===== src/rtl/signmag_to_twos_pkg.sv =====
// signmag_to_twos_pkg: shared widths and range limits for the sign-magnitude converter
package signmag_to_twos_pkg;
    localparam int W_DEF = 32;
    localparam int CW_DEF = 16;
    localparam logic [W_DEF-1:0] POS_MAX = {1'b0, {(W_DEF-1){1'b1}}};
    localparam logic [W_DEF-1:0] NEG_MAX_MAG = {1'b1, {(W_DEF-1){1'b0}}};
endpackage


===== src/rtl/sm_range_check.sv =====
// sm_range_check: flags magnitudes that do not fit a W-bit two's-complement value
// ports: sign (1 = negative), mag (unsigned magnitude), sat (out of range)
module sm_range_check
    import signmag_to_twos_pkg::*;
#(
    parameter int W = W_DEF
) (
    input  logic         sign,
    input  logic [W-1:0] mag,
    output logic         sat
);
    localparam logic [W-1:0] pos_lim = {1'b0, {(W-1){1'b1}}};
    localparam logic [W-1:0] neg_lim = {1'b1, {(W-1){1'b0}}};
    always_comb sat = sign ? (mag > neg_lim) : (mag > pos_lim);
endmodule


===== src/rtl/signmag_to_twos.sv =====
// signmag_to_twos: two-stage valid/ready sign-magnitude to two's-complement converter with saturation
// ports: clk, rst_n (async, active low); mag_in/sign_in/in_valid/in_ready input side;
//        dataout/ovf_out/out_valid/out_ready output side; ovf_cnt saturating overflow count, cnt_clr clears it
module signmag_to_twos
    import signmag_to_twos_pkg::*;
#(
    parameter int W  = W_DEF,
    parameter int CW = CW_DEF
) (
    input  logic          clk,
    input  logic          rst_n,
    input  logic [W-1:0]  mag_in,
    input  logic          sign_in,
    input  logic          in_valid,
    output logic          in_ready,
    output logic [W-1:0]  dataout,
    output logic          out_valid,
    input  logic          out_ready,
    output logic          ovf_out,
    output logic [CW-1:0] ovf_cnt,
    input  logic          cnt_clr
);
    localparam logic [W-1:0] pos_max = {1'b0, {(W-1){1'b1}}};
    localparam logic [W-1:0] neg_max = ~pos_max;
    logic         s1_valid, s1_sign, s1_sat, in_sat, s2_adv;
    logic [W-1:0] s1_mag, conv;
    sm_range_check #(.W(W)) u_range (
        .sign(sign_in),
        .mag (mag_in),
        .sat (in_sat)
    );
    assign s2_adv   = !out_valid || out_ready;
    assign in_ready = !s1_valid || s2_adv;
    always_comb conv = s1_sat ? (s1_sign ? neg_max : pos_max) : (s1_sign ? -s1_mag : s1_mag);
    always_ff @(posedge clk or negedge rst_n) begin
        if (!rst_n) begin
            s1_valid  <= 1'b0;
            s1_sign   <= 1'b0;
            s1_sat    <= 1'b0;
            s1_mag    <= '0;
            out_valid <= 1'b0;
            dataout   <= '0;
            ovf_out   <= 1'b0;
            ovf_cnt   <= '0;
        end else begin
            if (in_valid && in_ready) begin
                s1_valid <= 1'b1;
                s1_sign  <= sign_in;
                s1_sat   <= in_sat;
                s1_mag   <= mag_in;
            end else if (s2_adv) begin
                s1_valid <= 1'b0;
            end
            if (s2_adv) out_valid <= s1_valid;
            // an empty stage 1 leaves the last word in place rather than loading stale data
            if (s2_adv && s1_valid) begin
                dataout <= conv;
                ovf_out <= s1_sat;
            end
            if (cnt_clr) ovf_cnt <= '0;
            else if (out_valid && out_ready && ovf_out && ovf_cnt != '1) ovf_cnt <= ovf_cnt + CW'(1);
        end
    end
endmodule


===== config.mk =====
export PLATFORM = sky130hd
export DESIGN_NAME = signmag_to_twos
export DESIGN_NICKNAME = d
export VERILOG_FILES = /design/src/rtl/signmag_to_twos_pkg.sv /design/src/rtl/sm_range_check.sv /design/src/rtl/signmag_to_twos.sv
export SDC_FILE = /design/constraint.sdc
export NUM_CORES = 1
export LEC_CHECK = 0
export BUFFER_PORTS_ARGS = -buffer_cell sky130_fd_sc_hd__clkbuf_2
export CAP_MARGIN = 20
export CORE_ASPECT_RATIO = 0.75
export CORE_UTILIZATION = 46
export CTS_BUF_LIST = sky130_fd_sc_hd__clkbuf_4 sky130_fd_sc_hd__clkbuf_8
export CTS_CLUSTER_DIAMETER = 40
export DETAILED_ROUTE_END_ITERATION = 10
export PLACE_DENSITY = 0.75
export SETUP_SLACK_MARGIN = 0.4
export SLEW_MARGIN = 20
export SYNTH_ARGS = -nofsm -noshare
export SYNTH_HDL_FRONTEND = slang
export SYNTH_SLANG_ARGS = --single-unit

===== constraint.sdc =====
create_clock -name clk -period 2 [get_ports clk]
set_clock_uncertainty 0.05 [all_clocks]
set_input_delay 0.3 -clock clk [delete_from_list [all_inputs] [get_ports clk]]
set_output_delay 0.3 -clock clk [all_outputs]
set_load 0.005 [all_outputs]

# Word-level counts from Yosys, hierarchy flattened
# Cells that the tools add are included.
# word_totals
out_inout_bits,51
register_bits,85
# op_classes
muxes,8
n_reduce_logical,11
eq_ne,1
add_sub_neg,2
order_cmp,2
# op_table
operator,count
$mux W32,3
$gt A32 B31 Y1 const B,1
$gt A32 B32 Y1 const B,1
$mux W16,2
$neg A32 Y32,1
$add A16 B1 Y16 const B,1
$ne A16 B16 Y1 const B,1
$logic_and A1 B1 Y1,5
$reduce_bool A2 Y1,2
$mux W1,3
$logic_not A1 Y1,2
$logic_or A1 B1 Y1,2

# Logic depth before layout (Yosys ltp)
# logic_depth
word_depth,5
mapped_depth,8
ltp_nobuf,7

# Cells and area by module
# From an unflattened synthesis, not the netlist that was laid out.
# hier_totals
cells_unflattened,469
area_unflattened_um2,4619.4
# modules_own_cells
module,area_each_um2,seq_area_each_um2,instances,cells_each
signmag_to_twos,4534.3,2127.0,1,457
sm_range_check,85.1,0.0,1,12

# Worst setup path before layout
# Ideal clock, no wire load.
# synth_path
path_kind,reg-to-reg
from,reg s1_mag[14]
to,reg dataout[31]
t_arrival_ps,1647
setup_ps,141
stages_incl_launch_ff,6
t_required_ps,1809
path_slack_ps,163
synth_period_minus_slack_ps,1837
cell_sequence,dfrtp_1 -> nor4_2 -> nand3_2 -> nor4_2 -> mux2i_1 -> o311ai_1
# synth_between
elab_chain_cells,3
# synth_lines
element,line_no,text
start: declaration,signmag_to_twos.sv:26,"logic [W-1:0] s1_mag, conv;"
start signal: assignment,signmag_to_twos.sv:50,s1_mag <= mag_in;
$neg A32 Y32,signmag_to_twos.sv:34,always_comb conv = s1_sat ? (s1_sign ? neg_max : pos_max) : (s1_sign ? -s1_mag : s1_mag);
$mux W32 (2 in series),signmag_to_twos.sv:34,
end signal: assignment,signmag_to_twos.sv:57,dataout <= conv;
end: declaration,signmag_to_twos.sv:16,"output logic [W-1:0] dataout,"
# No other way between the ends.
# A chain may end at the register's enable or synchronous reset.

# Worst setup path in the final report
# layout_path
from,reg s1_mag[0]
to,reg dataout[30]
# The elaborated chain is that of the path after synthesis.

==> flow_summary.json <==
{
  "outcome": "completed",
  "grt_antenna_before_repair": 0,
  "grt_usage_pct": 26.65,
  "synth-seq-cells": 85,
  "worstPathRequired_ns": 2.18,
  "io_buffers": 88,
  "rsz0062_at_grt": "yes",
  "synth_top_area_share_pct": 46.16,
  "dieArea_sq_um": 10430,
  "internal_power_mw": 3.191,
  "startpoint_type": "flop",
  "maxCapViolations": 0,
  "numCtsBuffers": 9,
  "hold_violations": 0,
  "p_per_area_nw_per_um2": 796.2,
  "seq_area_frac_synth_pct": 46.16,
  "vias": 4515,
  "final_cells": 757,
  "wl_per_cell_um": 19.41,
  "ff2ff_path_depth": 8,
  "power.share.clock_pct": 22.5,
  "synthCells": 479,
  "min_period_over_period_pct": 96.01,
  "synth_ff_type": "dfrtp_1",
  "min_path_type": "primary input to flop",
  "gp_congestion": 0.8684,
  "async_flop_share_pct": 100.0,
  "combPwrFrac_pct": 30.8,
  "wl_um": 14690,
  "synth_nets": 519,
  "cts_max_path_buffers": 2,
  "yosysWarnings": 0,
  "cts_tree": "yes",
  "cts-root-buf": "clkbuf_8",
  "holdPathStages": 2,
  "pwr-share-seq_pct": 46.6,
  "worstPathArrival_ns": 2.10,
  "drtAntennaViolNets": 0,
  "row_count": 31,
  "hold_start": "in_valid",
  "final.setup.worst_slack_ns": 0.07982,
  "yosys-top-cells-area": "dfrtp_1 46%, mux2_2 8.1%, nor2_1 4.7%, mux2i_1 3.5%, nand2_1 3.0%",
  "power.total_mw": 4.972,
  "yosysTopAreaCell": "dfrtp_1",
  "ir_worst_vdd_mv": 0.3555,
  "die_x_um": 117.6,
  "worstSetupEndpointType": "flop",
  "placedCellCount": 702,
  "grt_pass1_vias": 4265,
  "reg2reg_to": "dataout[30]",
  "yosysUniqueCellTypes": 55,
  "finalSetupViolations": 0,
  "layout_min_cycle_time_ns": 1.920,
  "finish.utilization_pct": 64.40,
  "hold_ws_ns": 0.1190,
  "drt_pass1_iterations": 5,
  "syn_to_final_growth_pct": 35.51,
  "switchingPower_mw": 1.781,
  "post-route-drc-count": 0,
  "grt_pass1_wl_um": 21400,
  "clk_pin_slew_ns": 0.10,
  "dp_slack_ns": -0.03287,
  "clk_latency_ns": 0.37,
  "synth-edff-count": 0,
  "syn_area_sq_um": 4608,
  "initial_core_util_pct": 47.52,
  "syn_area_per_cell_sq_um": 9.620,
  "first_iter_violations": 476,
  "r2r_setup_slack_ns": 0.08,
  "gr-total-overflow": 0,
  "die_h_um": 88.68,
  "min_to": "s1_valid",
  "cts.sinks": 85,
  "ioPinCount": 89,
  "diodes": 0,
  "p_leak_nw": 2.763,
  "relSlewSlack_pct": 57.26,
  "place_area_sq_um": 5441,
  "grt_max_degree": 57,
  "tns_ns": 0,
  "switching_share_pct": 35.82,
  "critPathKind": "flop to flop",
  "vias_per_cell": 5.964,
  "fmax_mhz": 520.8,
  "stdcell_area_sq_um": 6245,
  "nets": 660,
  "drive_gt1_share_pct": 44.48,
  "timing.rr.start": "s1_mag[0]",
  "place_hpwl_um": 9020,
  "critPathMaxFanout": 4,
  "htreeDepth": 3,
  "maxSlewViolCount": 0,
  "coreArea_sq_um": 9697,
  "tightest_slew_ns": 0.6352
}
routing by layer:
metal  GRT usage (%)  vias to the layer above  share of wire [%]
li1                -                     2017                  -
met1           35.80                     2186                 42
met2           41.10                      272                 47
met3           7.088                       40                9.1
met4           11.66                        0                2.3
met5               0                        -                  0
repair_timing:
action                     CTS  global route
setup endpoints to repair   36            71
setup buffers               24            12
resized for setup           47            41
pin swaps                   12            23
gates cloned                 1             1
hold buffers                 1             0
hold endpoints to repair    55             0
worst max-delay path: stages, from the launching register on:
cell     delay [ns]
dfrtp_2        0.46
inv_2          0.07
ha_4           0.15
nor3b_4        0.24
and4_4         0.29
buf_6          0.13
nand4_1        0.11
xnor2_1        0.18
a31oi_1        0.09
placed cells by master (no fill, tap or decap), types with 4 or more instances in the layout:
cell type	n
or3_1	5
nand3_1	7
clkbuf_8	9
a31oi_1	6
nor4_4	9
o21ai_0	12
nand2_1	34
clkinvlp_4	4
nor2_1	53
buf_4	55
o22ai_1	4
nand3_2	5
xor2_1	14
inv_1	5
a21oi_1	20
nand2b_1	6
mux2i_1	16
nor4_1	9
nand4_1	12
buf_6	12
o21ai_1	18
dfrtp_1	73
xnor2_1	4
nor3_1	13
dfrtp_2	12
nor3_4	4
clkbuf_2	87
o211ai_1	6
buf_12	4
and3_1	5
mux2_2	33
logic make-up after synthesis:
kind of cell             Yosys count  share of synthesized area [%]
AO/OA/AOI/OAI                     94                          12.30
XOR/XNOR                          18                          3.421
adder cells (fa/ha/maj)            2                         0.5429
buffers and inverters             38                          3.502
flip-flops                        85                          46.16
multiplexers                      49                          11.54
AND/OR/NAND/NOR                  193                          22.54
worst max-delay path by stage:
stage	start	end	slack, ns	cells after the start
after CTS	s1_mag[14]	dataout[31]	0.17	6
after global placement	s1_mag[0]	dataout[16]	0.03	8
after floorplan	s1_mag[1]	dataout[30]	0.23	8
after detailed placement	s1_mag[0]	dataout[16]	-0.03	8
after global routing	s1_mag[0]	dataout[30]	-0.01	8
final	s1_mag[0]	dataout[30]	0.08	8
cells in the mapped netlist, drive strengths merged (14+ instances only):
master	number
dfrtp	85
nor2	58
nand2	37
o21ai	34
mux2	33
a21oi	24
nor4	20
nor3	19
clkbuf	17
mux2i	16
xor2	14
final cells by class:
class	count	area, sq um
multi-input cells	356	2638
flip-flops and latches	85	2142
clock inverters	6	40.04
inverters	8	30.03
clock buffers	10	131.4
repair buffers	160	1099
fillers	715	3452
well taps	132	165.2
power groups by stage:
| stage | Clock [mW] | Sequential (mW) | Combinational [mW] |
|---|---|---|---|
| 2_1_floorplan | 0 | 2.27 | 0.714 |
| 3_3_place_gp | 0 | 2.30 | 1.25 |
| 3_5_place_dp | 0 | 2.32 | 1.29 |
| 4_1_cts | 1.14 | 2.29 | 1.42 |
| 5_1_grt | 1.21 | 2.35 | 1.66 |
| 6_report | 1.12 | 2.32 | 1.53 |
state kept, by name, summed over array words and instances, names as in the netlist:
register,flops
dataout,32
s1_mag,32
ovf_cnt,16
out_valid,1
ovf_out,1
s1_sat,1
s1_sign,1
s1_valid,1
(Power assumes the default switching activity.)
